## src/rtl/m_lsu_ctrl_if.sv

```systemverilog
// m_lsu_ctrl_if
//   Bundles the three handshakes of the M-stage load/store unit:
//     req_*  : pipeline -> LSU request (valid/ready)
//     bus_*  : LSU <-> word-addressed data bus (req/ack)
//     rsp_*  : LSU -> pipeline/CP0 one-cycle response
//   slave  : the view used by m_lsu_ctrl itself.
//   master : the view of everything around the unit (pipeline, bus and CP0).
//   ADDR_W : byte-address width; data paths are fixed at 32 bits.
interface m_lsu_ctrl_if #(
  parameter int ADDR_W = 32
) ();
  logic              req_valid;
  logic              req_ready;
  logic [2:0]        req_op;
  logic [ADDR_W-1:0] req_addr;
  logic [31:0]       req_wdata;

  logic              bus_req;
  logic              bus_we;
  logic [ADDR_W-1:0] bus_addr;
  logic [3:0]        bus_byteen;
  logic [31:0]       bus_wdata;
  logic              bus_ack;
  logic [31:0]       bus_rdata;

  logic              rsp_valid;
  logic [31:0]       rsp_data;
  logic              rsp_exc;
  logic [4:0]        rsp_exccode;
  logic [ADDR_W-1:0] rsp_badaddr;

  modport slave (
    input  req_valid, req_op, req_addr, req_wdata, bus_ack, bus_rdata,
    output req_ready, bus_req, bus_we, bus_addr, bus_byteen, bus_wdata,
           rsp_valid, rsp_data, rsp_exc, rsp_exccode, rsp_badaddr
  );

  modport master (
    output req_valid, req_op, req_addr, req_wdata, bus_ack, bus_rdata,
    input  req_ready, bus_req, bus_we, bus_addr, bus_byteen, bus_wdata,
           rsp_valid, rsp_data, rsp_exc, rsp_exccode, rsp_badaddr
  );
endinterface

```

## src/rtl/m_lsu_ctrl.sv

```systemverilog
// m_lsu_ctrl
//   Sequential load/store unit for the M stage of the pipelined MIPS core.
//   Accepts one memory op per handshake, checks alignment, runs a single
//   word-addressed bus cycle with byte enables and waits (with timeout) for
//   bus_ack. Returns extended load data or an AdEL/AdES/DBE exception.
// Ports
//   clk    : clock, all state on the rising edge
//   reset  : synchronous, active-high
//   lsu    : m_lsu_ctrl_if.slave (request, bus and response signals)
// Parameters
//   ADDR_W   : byte-address width (must match the interface instance)
//   TO_CYC   : bus cycles without ack before DBE (>= 2)
//   EXC_ADEL / EXC_ADES / EXC_DBE : exception codes reported to CP0
module m_lsu_ctrl #(
  parameter int         ADDR_W   = 32,
  parameter int         TO_CYC   = 16,
  parameter logic [4:0] EXC_ADEL = 5'd4,
  parameter logic [4:0] EXC_ADES = 5'd5,
  parameter logic [4:0] EXC_DBE  = 5'd7
) (
  input logic         clk,
  input logic         reset,
  m_lsu_ctrl_if.slave lsu
);

  localparam int              CNT_W    = $clog2(TO_CYC + 1);
  localparam logic [CNT_W-1:0] CNT_LAST = CNT_W'(TO_CYC - 1);
  localparam logic [CNT_W-1:0] CNT_ONE  = CNT_W'(1);

  localparam logic [2:0] OP_LW  = 3'd0;
  localparam logic [2:0] OP_LB  = 3'd1;
  localparam logic [2:0] OP_LBU = 3'd2;
  localparam logic [2:0] OP_LH  = 3'd3;
  localparam logic [2:0] OP_LHU = 3'd4;
  localparam logic [2:0] OP_SW  = 3'd5;
  localparam logic [2:0] OP_SB  = 3'd6;
  localparam logic [2:0] OP_SH  = 3'd7;

  typedef enum logic [1:0] {
    ST_IDLE,
    ST_BUS,
    ST_RESP
  } state_t;

  state_t            state_reg;
  logic [2:0]        op_reg;
  logic [ADDR_W-1:0] addr_reg;
  logic [CNT_W-1:0]  cnt_reg;

  logic              bus_req_reg;
  logic              bus_we_reg;
  logic [ADDR_W-1:0] bus_addr_reg;
  logic [3:0]        bus_byteen_reg;
  logic [31:0]       bus_wdata_reg;

  logic              rsp_valid_reg;
  logic [31:0]       rsp_data_reg;
  logic              rsp_exc_reg;
  logic [4:0]        rsp_exccode_reg;
  logic [ADDR_W-1:0] rsp_badaddr_reg;

  // ---------------------------------------------------------------------
  // Request decode: alignment, byte lanes and lane-replicated store data
  // ---------------------------------------------------------------------
  logic [1:0]  req_lo;
  logic        req_store;
  logic        req_misaligned;
  logic [3:0]  req_byteen;
  logic [31:0] req_wdata_lane;

  assign req_lo = lsu.req_addr[1:0];

  always_comb begin
    req_store      = 1'b0;
    req_misaligned = 1'b0;
    req_byteen     = 4'b0000;
    req_wdata_lane = 32'h0;
    case (lsu.req_op)
      OP_LW: begin
        req_misaligned = (req_lo != 2'b00);
        req_byteen     = 4'b1111;
      end
      OP_SW: begin
        req_store      = 1'b1;
        req_misaligned = (req_lo != 2'b00);
        req_byteen     = 4'b1111;
        req_wdata_lane = lsu.req_wdata;
      end
      OP_LH, OP_LHU: begin
        req_misaligned = req_lo[0];
        req_byteen     = 4'b0011 << {req_lo[1], 1'b0};
      end
      OP_SH: begin
        req_store      = 1'b1;
        req_misaligned = req_lo[0];
        req_byteen     = 4'b0011 << {req_lo[1], 1'b0};
        req_wdata_lane = {2{lsu.req_wdata[15:0]}};
      end
      OP_LB, OP_LBU: begin
        req_byteen     = 4'b0001 << req_lo;
      end
      OP_SB: begin
        req_store      = 1'b1;
        req_byteen     = 4'b0001 << req_lo;
        req_wdata_lane = {4{lsu.req_wdata[7:0]}};
      end
      default: ;
    endcase
  end

  // ---------------------------------------------------------------------
  // Load extraction from the returned word, using the latched op/address
  // ---------------------------------------------------------------------
  logic [7:0]  rd_byte [4];
  logic [7:0]  sel_byte;
  logic [15:0] sel_half;
  logic [31:0] load_data;

  for (genvar gi = 0; gi < 4; gi++) begin : g_lane
    assign rd_byte[gi] = lsu.bus_rdata[8*gi +: 8];
  end

  assign sel_byte = rd_byte[addr_reg[1:0]];
  assign sel_half = addr_reg[1] ? lsu.bus_rdata[31:16] : lsu.bus_rdata[15:0];

  always_comb begin
    load_data = 32'h0;
    case (op_reg)
      OP_LW:   load_data = lsu.bus_rdata;
      OP_LB:   load_data = {{24{sel_byte[7]}}, sel_byte};
      OP_LBU:  load_data = {24'h0, sel_byte};
      OP_LH:   load_data = {{16{sel_half[15]}}, sel_half};
      OP_LHU:  load_data = {16'h0, sel_half};
      default: load_data = 32'h0;  // stores return zero data
    endcase
  end

  // ---------------------------------------------------------------------
  // Control FSM with registered bus and response outputs
  // ---------------------------------------------------------------------
  always_ff @(posedge clk) begin
    if (reset) begin
      state_reg       <= ST_IDLE;
      op_reg          <= 3'd0;
      addr_reg        <= '0;
      cnt_reg         <= '0;
      bus_req_reg     <= 1'b0;
      bus_we_reg      <= 1'b0;
      bus_addr_reg    <= '0;
      bus_byteen_reg  <= 4'b0000;
      bus_wdata_reg   <= 32'h0;
      rsp_valid_reg   <= 1'b0;
      rsp_data_reg    <= 32'h0;
      rsp_exc_reg     <= 1'b0;
      rsp_exccode_reg <= 5'd0;
      rsp_badaddr_reg <= '0;
    end else begin
      // Response fields are a one-cycle pulse; zero them unless set below.
      rsp_valid_reg   <= 1'b0;
      rsp_data_reg    <= 32'h0;
      rsp_exc_reg     <= 1'b0;
      rsp_exccode_reg <= 5'd0;
      rsp_badaddr_reg <= '0;

      case (state_reg)
        ST_IDLE: begin
          // req_ready is implied here: IDLE and not in reset.
          if (lsu.req_valid) begin
            op_reg   <= lsu.req_op;
            addr_reg <= lsu.req_addr;
            cnt_reg  <= '0;
            if (req_misaligned) begin
              state_reg       <= ST_RESP;
              rsp_valid_reg   <= 1'b1;
              rsp_exc_reg     <= 1'b1;
              rsp_exccode_reg <= req_store ? EXC_ADES : EXC_ADEL;
              rsp_badaddr_reg <= lsu.req_addr;
            end else begin
              state_reg      <= ST_BUS;
              bus_req_reg    <= 1'b1;
              bus_we_reg     <= req_store;
              bus_addr_reg   <= {lsu.req_addr[ADDR_W-1:2], 2'b00};
              bus_byteen_reg <= req_byteen;
              bus_wdata_reg  <= req_wdata_lane;
            end
          end
        end

        ST_BUS: begin
          // Ack is tested first so that an ack in the timeout cycle wins.
          if (lsu.bus_ack || cnt_reg == CNT_LAST) begin
            state_reg      <= ST_RESP;
            bus_req_reg    <= 1'b0;
            bus_we_reg     <= 1'b0;
            bus_addr_reg   <= '0;
            bus_byteen_reg <= 4'b0000;
            bus_wdata_reg  <= 32'h0;
            rsp_valid_reg  <= 1'b1;
            if (lsu.bus_ack) begin
              rsp_data_reg <= load_data;
            end else begin
              rsp_exc_reg     <= 1'b1;
              rsp_exccode_reg <= EXC_DBE;
              rsp_badaddr_reg <= addr_reg;
            end
          end else begin
            cnt_reg <= cnt_reg + CNT_ONE;
          end
        end

        ST_RESP: begin
          state_reg <= ST_IDLE;
        end

        default: begin
          state_reg <= ST_IDLE;
        end
      endcase
    end
  end

  assign lsu.req_ready   = (state_reg == ST_IDLE) && !reset;
  assign lsu.bus_req     = bus_req_reg;
  assign lsu.bus_we      = bus_we_reg;
  assign lsu.bus_addr    = bus_addr_reg;
  assign lsu.bus_byteen  = bus_byteen_reg;
  assign lsu.bus_wdata   = bus_wdata_reg;
  assign lsu.rsp_valid   = rsp_valid_reg;
  assign lsu.rsp_data    = rsp_data_reg;
  assign lsu.rsp_exc     = rsp_exc_reg;
  assign lsu.rsp_exccode = rsp_exccode_reg;
  assign lsu.rsp_badaddr = rsp_badaddr_reg;

endmodule

```

## src/flat_wrapper.sv

```systemverilog
// flat-port wrapper written by rule: the top's interface ports become plain ports
module m_lsu_ctrl_flat 
#(
  parameter int         ADDR_W   = 32,
  parameter int         TO_CYC   = 16,
  parameter logic [4:0] EXC_ADEL = 5'd4,
  parameter logic [4:0] EXC_ADES = 5'd5,
  parameter logic [4:0] EXC_DBE  = 5'd7
)
  (clk, reset, lsu_req_valid, lsu_req_op, lsu_req_addr, lsu_req_wdata, lsu_bus_ack, lsu_bus_rdata, lsu_req_ready, lsu_bus_req, lsu_bus_we, lsu_bus_addr, lsu_bus_byteen, lsu_bus_wdata, lsu_rsp_valid, lsu_rsp_data, lsu_rsp_exc, lsu_rsp_exccode, lsu_rsp_badaddr);
  m_lsu_ctrl_if #(.ADDR_W(ADDR_W)) lsu_i ();
  input logic clk;
  input logic reset;
  input wire logic [$bits(lsu_i.req_valid)-1:0] lsu_req_valid;
  input wire logic [$bits(lsu_i.req_op)-1:0] lsu_req_op;
  input wire logic [$bits(lsu_i.req_addr)-1:0] lsu_req_addr;
  input wire logic [$bits(lsu_i.req_wdata)-1:0] lsu_req_wdata;
  input wire logic [$bits(lsu_i.bus_ack)-1:0] lsu_bus_ack;
  input wire logic [$bits(lsu_i.bus_rdata)-1:0] lsu_bus_rdata;
  output wire logic [$bits(lsu_i.req_ready)-1:0] lsu_req_ready;
  output wire logic [$bits(lsu_i.bus_req)-1:0] lsu_bus_req;
  output wire logic [$bits(lsu_i.bus_we)-1:0] lsu_bus_we;
  output wire logic [$bits(lsu_i.bus_addr)-1:0] lsu_bus_addr;
  output wire logic [$bits(lsu_i.bus_byteen)-1:0] lsu_bus_byteen;
  output wire logic [$bits(lsu_i.bus_wdata)-1:0] lsu_bus_wdata;
  output wire logic [$bits(lsu_i.rsp_valid)-1:0] lsu_rsp_valid;
  output wire logic [$bits(lsu_i.rsp_data)-1:0] lsu_rsp_data;
  output wire logic [$bits(lsu_i.rsp_exc)-1:0] lsu_rsp_exc;
  output wire logic [$bits(lsu_i.rsp_exccode)-1:0] lsu_rsp_exccode;
  output wire logic [$bits(lsu_i.rsp_badaddr)-1:0] lsu_rsp_badaddr;
  assign lsu_i.req_valid = lsu_req_valid;
  assign lsu_i.req_op = lsu_req_op;
  assign lsu_i.req_addr = lsu_req_addr;
  assign lsu_i.req_wdata = lsu_req_wdata;
  assign lsu_i.bus_ack = lsu_bus_ack;
  assign lsu_i.bus_rdata = lsu_bus_rdata;
  assign lsu_req_ready = lsu_i.req_ready;
  assign lsu_bus_req = lsu_i.bus_req;
  assign lsu_bus_we = lsu_i.bus_we;
  assign lsu_bus_addr = lsu_i.bus_addr;
  assign lsu_bus_byteen = lsu_i.bus_byteen;
  assign lsu_bus_wdata = lsu_i.bus_wdata;
  assign lsu_rsp_valid = lsu_i.rsp_valid;
  assign lsu_rsp_data = lsu_i.rsp_data;
  assign lsu_rsp_exc = lsu_i.rsp_exc;
  assign lsu_rsp_exccode = lsu_i.rsp_exccode;
  assign lsu_rsp_badaddr = lsu_i.rsp_badaddr;
  m_lsu_ctrl #(.ADDR_W(ADDR_W), .TO_CYC(TO_CYC), .EXC_ADEL(EXC_ADEL), .EXC_ADES(EXC_ADES), .EXC_DBE(EXC_DBE)) u_core (.clk(clk), .reset(reset), .lsu(lsu_i));
endmodule
```

## config.mk

```make
export PLATFORM = sky130hd
export DESIGN_NAME = m_lsu_ctrl_flat
export DESIGN_NICKNAME = d
export VERILOG_FILES = /design/src/rtl/m_lsu_ctrl_if.sv /design/src/rtl/m_lsu_ctrl.sv /design/src/flat_wrapper.sv
export SDC_FILE = /design/constraint.sdc
export NUM_CORES = 1
export LEC_CHECK = 0
export CORE_MARGIN = 2
export CORE_UTILIZATION = 38
export DETAILED_ROUTE_END_ITERATION = 10
export GPL_TIMING_DRIVEN = 0
export PLACE_DENSITY = 0.69
export SETUP_SLACK_MARGIN = 0.15
export SLEW_MARGIN = 20
export SYNTH_ARGS = -nofsm -noshare
export SYNTH_HDL_FRONTEND = slang
export SYNTH_SLANG_ARGS = --single-unit
```

## constraint.sdc

```tcl
create_clock -name clk -period 2.4 [get_ports clk]
set_input_delay 0.24 -clock clk [delete_from_list [all_inputs] [get_ports clk]]
set_output_delay 0.24 -clock clk [all_outputs]
set_load 0.02 [all_outputs]
```

* After elaboration in Yosys (flattened, before gate mapping)
Index checks and enable logic that the tools add are counted.
Operators by class: equal/unequal tests 17, bitwise gates (word level) 4, add/sub/neg operators 1, shift-type cells 2, muxes and demuxes 52, order comparisons 1, reduce and logical (&&, ||, !) cells 17
Operators with widths (number):
- two-way mux 32 bit | 9
- one-hot mux 32 bit (2 select lines) | 3
- one-hot mux 32 bit (5 select lines) | 1
- one-hot mux 32 bit (3 select lines) | 1
- two-way mux 5 bit | 5
- one-hot mux 5 bit (2 select lines) | 2
- binary-select mux 8 bit (select 2 bit) | 1
- two-way mux 16 bit | 1
- two-way mux 8 bit | 2
- == test 3 bit, second input constant | 5
- == test 3 x 2 -> 1 bit, second input constant | 4
- two-way mux 1 bit | 12
- two-way mux 4 bit | 3
- one-hot mux 4 bit (3 select lines) | 1
- one-hot mux 1 bit (2 select lines) | 5
- OR reduction 3 bit | 3
- one-hot mux 4 bit (2 select lines) | 1
- == test 3 x 1 -> 1 bit, second input constant | 2
- logical NOT 3 bit | 2
- two-way mux 2 bit | 3
- inequality test 2 bit, second input constant | 3
- adder 5 x 1 -> 5 bit, second input constant | 1
- == test 5 x 4 -> 1 bit, second input constant | 1
- one-hot mux 2 bit (2 select lines) | 1
- other kinds (18) | 22
Storage, ports and cells: bits in registers 183, bits of input ports 103, logic and storage cells 108, output and inout port bits 142

* Logic depth before layout (Yosys ltp)
Gate-level depths: netlist of run 1.
word-level depth 7, mapped depth 9, gate-level depth less buffers 7

* Worst setup path before layout of run 1
Ideal clock, no wire load.
kind register -> register, from register u_core.cnt_reg[0], to register u_core.bus_addr_reg[2] (netlist: u_core.lsu.bus_addr[2]), stages on the path, launching flop included 10, slack 442 ps, required time 2313 ps, arrival 1871 ps, path buffers 2, period minus slack after synthesis 1958 ps, library setup time 87 ps, cell sequence dfxtp_1 > ha_1 > and3_1 > ha_1 > o21ai_0 > a21oi_1 > o31a_1 > buf_2 > buf_2 > o31ai_1
On the way: word-level cells in the longest chain between the ends 4
Ends and longest elaborated chain:
- from (decl) | line m_lsu_ctrl.sv:48 | logic [CNT_W-1:0] cnt_reg;
- from (signal assigned) | line m_lsu_ctrl.sv:207 | cnt_reg <= cnt_reg + CNT_ONE;
- == test 5 x 4 -> 1 bit | line m_lsu_ctrl.sv:191 | if (lsu.bus_ack || cnt_reg == CNT_LAST) begin
- logical OR 1 bit | line m_lsu_ctrl.sv:191
- inequality test 2 x 1 -> 1 bit (no source line)
- AND reduction 4 bit (no source line)
- to (signal assigned) | line m_lsu_ctrl.sv:182 | bus_addr_reg <= {lsu.req_addr[ADDR_W-1:2], 2'b00};
- to (decl) | line m_lsu_ctrl.sv:52 | logic [ADDR_W-1:0] bus_addr_reg;
Every way passes these cells. A chain may end at the register's enable or synchronous reset.

* Final worst setup path of run 1
from input port reset, to output port lsu_req_ready
On the way: word-level cells in the longest chain between the ends 2
Ends and longest elaborated chain:
- from (decl) | line flat_wrapper.sv:13 | input logic reset;
- logical NOT 1 bit | line m_lsu_ctrl.sv:222 | assign lsu.req_ready = (state_reg == ST_IDLE) && !reset;
- logical AND 1 bit | line m_lsu_ctrl.sv:222
- to (decl) | line flat_wrapper.sv:20 | output wire logic [$bits(lsu_i.req_ready)-1:0] lsu_req_ready;
Every way passes these cells.

==> summary.md, run 1 <==
| Metric | Value |
|---|---|
| CTS buffer count | 17 |
| Worst R2R Path Depth | 8 |
| CTS root buf | clkbuf_16 |
| Worst Setup Start Kind | primary input |
| CTS Sinks | 178 |
| Crit Path Class | primary input to primary output |
| Hold path endpoint | u_core.addr_reg[0] |
| Worst hold stages | 3 |
| Die height | 142 um |
| Share of layout cells above drive strength 1 | 0.0907 |
| Yosys top cell by area | dfxtp_1 |
| Number of enable flip-flop cells after synthesis | 0 |
| Fmax achieved | 464 MHz |
| Synth async-reset ratio | 0 |
| Worst reg2reg setup slack | 0.27 ns |
| # rows | 50 |
| GPL Wtd Cong | 0.835 |
| Post-synth cell types | 55 |
| Global-route usage over all layers | 0.219 |
| TritonCTS clock tree | yes |
| First DRT Iteration DRCs | 392 |
| Initial Util | 0.386 |
| # DRC | 0 |
| Clock transition at path regs | 0.07 ns |
| Hold path start | lsu_req_addr[0] |
| Ys flop type | dfxtp_1 |
| Initial antenna violation count | 0 |
| Max-slew violation count | 0 |
| Status | finished clean |
| Sequential share of the synthesized area | 0.496 |
| First-pass GRT wire length | 34.5 mm |
| Worst VDD drop | 0.000414 V |
| Synth top area share | 0.496 |
| LEAKAGE | 3.79 nW |
| Vias in the first global route | 6367 |
| Pin count of the biggest net entering global routing | 17 |
| CTS Buffer Depth | 2 |
| Vias after detailed routing | 6816 |
| TNS Setup | 0 ns |
| Synth warn | 0 |
| Number of port buffers | 237 |
| Power per cell area | 673 mW/mm2 |
| Max_cap viols | 0 |
| Final Cycle Share | 0.897 |
| Min-Delay Path Class | primary input to flop |
| Vias per inst | 5.28 |
| Total grt overflow | 0 |
| RSZ-0062 raised after global routing | false |
| Clk Latency, worst-skew pair | 0.43 ns |
| FF+latch count, synth | 178 |
| Crit path DAT | 1.91 ns |
| Pwr Total | 7.05 mW |
| Max-slew headroom | 0.333 |
| I/O pins | 245 |
| Final Hold Fails | 0 |
| Core ar. | 0.0186 mm2 |
| Drt wl/cell | 17.7 um |
| Worst Skew | 0.0100 ns |
| Synth-to-layout area growth | 45.8% |
| Final Setup Violations | 0 |
| Top area cells in the synthesized netlist | dfxtp_1 50%, a21oi_1 4.9%, nand2_1 4.9%, inv_1 4.2%, o32ai_1 4.0% |
| Die width | 142 um |
| Slew @ Worst Pin | 0.997 ns |
| Post-Layout Cell Count | 1292 |
| Final net count | 1150 |
| Hpwl dp | 16.7 mm |
| Critical Path RT | 2.16 ns |
| Drt first pass iters | 5 |
| Routed Antenna Nets | 0 |
| Reg2reg end | u_core.lsu.bus_addr[4] |
| Crit Path Max Fanout | 10 |
| Final Critical Period | 2.15 ns |
| CP Capture Type | primary output |
| Synth Cell Area | 0.00719 mm2 |
| Die ar. | 0.0200 mm2 |
| Avg Synthesized Cell Area | 9.15 um2 |
| H-tree depth | 4 |
| Placed cell count | 1260 |
| Mapped Cells | 786 |
| N_diodes | 0 |
| Cts-stage hold buffer count | 0 |
| Reg-to-Reg Start | u_core.cnt_reg[0] |
| Final wirelength | 22.9 mm |
[synthesized netlist by cell type (all sizes together) (2+ instances only)]
cell type  number
a211oi          3
a21oi          70
a22o           32
a22oi          32
a2bb2oi         9
a32oi           2
buf            29
clkbuf         48
dfxtp         178
ha              2
inv            80
mux2           17
mux2i           8
nand2          93
nand2b          5
nand3          10
nand3b          3
nor2           10
nor2b           5
nor3            6
nor3b           2
nor4b           3
o211ai         31
o21ai           8
o21bai          2
o22ai           2
o31ai          36
o32ai          33
or3             4
xor2            4
[worst max-delay path, stage by stage]
cell             delay [ns]
buf_2                  0.17
clkbuf_2               0.25
clkbuf_2               0.28
nor3_1                 0.28
clkdlybuf4s50_1        0.68
[cells in the final DEF (no fill, tap or decap), types with 6 or more instances in the layout]
cell type	synthesis	routed
nand3_1	10	10
o31ai_1	36	31
dfxtp_1	178	178
inv_1	80	80
nor2_1	10	10
a21oi_1	70	70
mux2i_1	8	8
clkbuf_16	0	17
o32ai_1	33	33
inv_6	0	6
o211ai_1	31	31
a22oi_1	32	32
nand2_1	93	93
a2bb2oi_1	9	9
buf_2	21	17
clkdlybuf4s50_1	0	237
mux2_2	17	17
a22o_1	32	32
clkbuf_1	48	44
buf_4	6	9
[routing by layer]
| metal | global-route usage | share of wire | vias to the layer above |
|---|---|---|---|
| met5 | 0 | 0 | - |
| met4 | 0.0721 | 0.019 | 0 |
| met3 | 0.0479 | 0.062 | 28 |
| met2 | 0.339 | 0.46 | 239 |
| met1 | 0.303 | 0.46 | 3231 |
| li1 | - | - | 3318 |
[report_power, final]
part | switching [mW] | internal (mW)
clock | 1.24 | 1.48
sequential | 0.0629 | 3.08
combinational | 0.664 | 0.523
total | 1.97 | 5.08
[final cells by class]
type	instances	area (um2)
plain buffers	77	365
clock buffers	19	443
clock inverters	13	123
fillers	1709	8160
inverters	80	300
multi-input cells	454	3020
flip-flops and latches	178	3560
well taps	234	293
repair buffers	237	2370
[logic make-up (layout without fill, tap and decap cells)]
| logic type | after synthesis | in the layout | synth area share |
|---|---|---|---|
| AOI/OAI and AO/OA | 269 | 269 | 0.270 |
| DFF | 178 | 178 | 0.496 |
| buffers and inverters | 157 | 426 | 0.0898 |
| and+or+nand+nor | 149 | 149 | 0.0973 |
| muxes | 25 | 25 | 0.0378 |
| xor gates and xnor gates | 5 | 5 | 0.00609 |
| adders and majority gates | 2 | 2 | 0.00348 |
| other | 1 | 4 | 0.000522 |
[per-stage QoR]
step / util / hold slack (ns) / cell area, um2 / worst slack, ns
2_1_floorplan: - / 0.365 / 7200 / 0.442
3_3_place_gp: 0.529 / 0.443 / 9870 / -0.0573
3_5_place_dp: 0.529 / 0.447 / 9870 / -0.0350
4_1_cts: 0.560 / 0.145 / 10400 / 0.151
5_1_grt: 0.562 / 0.168 / 10500 / 0.171
6_report: 0.562 / 0.146 / 10500 / 0.246
[worst max path at each step]
stage          slack, ns                        to  depth (start not counted)               from
4_1_cts             0.15  u_core.lsu.bus_wdata[18]                          8  u_core.cnt_reg[0]
3_5_place_dp       -0.04             lsu_req_ready                          5              reset
5_1_grt             0.17   u_core.lsu.bus_addr[31]                          9  u_core.cnt_reg[0]
3_3_place_gp       -0.06             lsu_req_ready                          5              reset
2_1_floorplan       0.44    u_core.lsu.bus_addr[2]                          9  u_core.cnt_reg[0]
6_report            0.25             lsu_req_ready                          5              reset
[timing repair]
item	4_1_cts	5_1_grt
setup endpoints to repair	61	57
resized for setup	7	14
setup buffers	0	0
Note: power is estimated with default switching activity, not from simulation.
==> run 2, diff against run 1 <==
==> constraint.sdc (replaced) <==
create_clock -name clk -period 2.2 [get_ports clk]
set_input_delay 0.22 -clock clk [delete_from_list [all_inputs] [get_ports clk]]
set_output_delay 0.22 -clock clk [all_outputs]
set_load 0.02 [all_outputs]
==> run 2 against run 1 <==
Effect of this change:
- first-iteration DRC count down 8.4%
- register-to-register slack worse by 0.06 ns
- wire length increased by 0.64%
- non-clock buffer count rose by 1
- critical endpoint is now u_core.lsu.bus_wdata[28]
- flip-flop and latch count unchanged
- sequential share of layout area decreased by 0.62 points
==> summary.md, run 2 (synthesized netlist as in run 1, its figures left out) <==
| Metric | Value |
|---|---|
| N_diodes | 0 |
| Pin count of the biggest net entering global routing | 17 |
| Total grt overflow | 0 |
| Area occupied by multi-input gates | 0.00318 mm2 |
| # DRC | 0 |
| RSZ-0062 raised after global routing | true |
| First DRT Iteration DRCs | 359 |
| CP Capture Type | flop |
| Die height | 142 um |
| Power per cell area | 726 mW/mm2 |
| Vias per inst | 5.28 |
| Fmax achieved | 502 MHz |
| CTS buffer count | 17 |
| # fillers | 1682 |
| Routed Antenna Nets | 0 |
| M2 GR Usage | 0.343 |
| TritonCTS clock tree | yes |
| Critical Path RT | 2.53 ns |
| CP top delay family | compound AO/OA/AOI/OAI gates |
| Max_cap viols | 0 |
| # rows | 50 |
| GPL Wtd Cong | 0.835 |
| Initial antenna violation count | 0 |
| Hpwl dp | 16.7 mm |
| Vias after detailed routing | 6832 |
| Die width | 142 um |
| Buf+Inv Stages, Crit Path | 2 |
| Final wirelength | 23.0 mm |
| Status | finished clean |
| First-pass GRT wire length | 34.8 mm |
| I/O pins | 245 |
| Max-slew headroom | 0.518 |
| Final Critical Period | 1.99 ns |
| H-tree depth | 4 |
| Final Setup Violations | 0 |
| M3 GR Usage | 0.0459 |
| Dpl cell area | 0.00987 mm2 |
| Global-route usage over all layers | 0.220 |
| Max-slew violation count | 0 |
| Crit Path Class | flop to flop |
| Worst Skew | 0.00962 ns |
| LEAKAGE | 3.86 nW |
| Clk Latency, worst-skew pair | 0.43 ns |
| Slew @ Worst Pin | 0.723 ns |
| CTS Sinks | 178 |
| Number of port buffers | 237 |
| Crit path DAT | 2.32 ns |
| Busiest grt layer | met2 |
| Register Area | 0.00357 mm2 |
| Worst VDD drop | 0.000457 V |
| Commonest non-fill, non-tap cells in the layout | 236 x clkdlybuf4s50_1, 176 x dfxtp_1, 93 x nand2_1, 80 x inv_1, 70 x a21oi_1 |
| Clock transition at path regs | 0.07 ns |
| CTS root buf | clkbuf_16 |
| Final Cycle Share | 0.906 |
| CTS Buffer Depth | 2 |
| Final net count | 1151 |
| TNS Setup | 0 ns |
| Share of layout cells above drive strength 1 | 0.119 |
| Drt wl/cell | 17.8 um |
| Initial Util | 0.386 |
| Drt first pass iters | 4 |
| Final Hold Fails | 0 |
| Min-Delay Path Class | primary input to flop |
| Max stage delay on crit path | 0.34 ns |
| Crit-path cells | ha_2 > and3_4 > ha_4 > o21a_1 > o31a_1 > buf_6 > buf_12 > o32ai_1 |
| Synth-to-layout area growth | 48.6% |
| CP max stage cell | dfxtp_2 |
| Worst reg2reg setup slack | 0.21 ns |
| Cts-stage hold buffer count | 0 |
| Crit Path Max Fanout | 7 |
| Die ar. | 0.0200 mm2 |
| Vias in the first global route | 6420 |
| Commonest non-fill, non-tap cell in the layout | clkdlybuf4s50_1 |
| Core ar. | 0.0186 mm2 |
| GR met1 Demand/Resource | 0.305 |
| Worst Setup Start Kind | flop |
| Design Area, Final | 0.0107 mm2 |
-- run 2: cell count changes in the layout (fill, tap and decap cells not counted), moves of 2 or more --
cell and delta:
o32ai_2 +7, dfxtp_1 -2, nor4b_2 -2, clkbuf_2 +3
buf_6 +2, clkbuf_1 -6, nor4b_4 +2, o31ai_1 -10
dfxtp_2 +2, buf_2 +2, buf_4 -2, o32ai_1 -7
o31ai_2 +9
-- run 2: report_power, final --
group	total, mW	internal, mW	switching, mW
clock network	2.98	1.62	1.36
logic	1.35	0.599	0.748
registers	3.43	3.36	0.0692
total	7.75	5.57	2.18
-- run 2: worst paths after layout --
check	from	endpoint	cells past startpoint
hold reg to reg	u_core.addr_reg[24]	u_core.addr_reg[24]	2
setup reg to reg	u_core.cnt_reg[0]	u_core.lsu.bus_wdata[28]	8
setup / recovery	u_core.cnt_reg[0]	u_core.lsu.bus_wdata[28]	8
hold / removal	lsu_req_addr[0]	u_core.addr_reg[0]	3
-- run 2: final cells by class --
| type | count | share of cell area |
|---|---|---|
| buffer | 77 | 0.0365 |
| inverter | 80 | 0.0281 |
| multi-input combinational | 454 | 0.298 |
| tap | 234 | 0.0274 |
| clock inverter | 13 | 0.0115 |
| sequential | 178 | 0.334 |
| clock buffer | 19 | 0.0415 |
| timing repair buffer | 238 | 0.224 |
-- run 2: tightest hold or removal path: cells and delay by family --
family          cells  cell delay, ns
buf+inv             1            0.15
compound gates      1            0.06
simple gates        1            0.07
-- run 2: routing by layer --
| metal | vias to the layer above | wire [um] |
|---|---|---|
| met3 | 30 | 1390 |
| met2 | 214 | 10700 |
| li1 | 3325 | - |
| met1 | 3263 | 10500 |
| met4 | 0 | 450 |
| met5 | - | 0 |
-- run 2: repair_timing --
action / in CTS / in global routing
endpoints found under the setup margin: 80 / 106
gates resized for setup: 39 / 26
pin swaps: 1 / 1
buffers inserted: 1 / 0
-- run 2: stage by stage --
step           worst slack (ns)  hold WS, ns  cells  utilization  total power, mW
2_1_floorplan             0.242        0.345    789            -             4.16
3_3_place_gp             -0.217        0.443   1260        0.529             4.76
3_5_place_dp             -0.205        0.447   1260        0.529             4.77
4_1_cts                   0.138        0.125   1293        0.569             7.77
5_1_grt                   0.137        0.149   1293        0.573             8.03
6_report                  0.207        0.129   1293        0.573             7.75
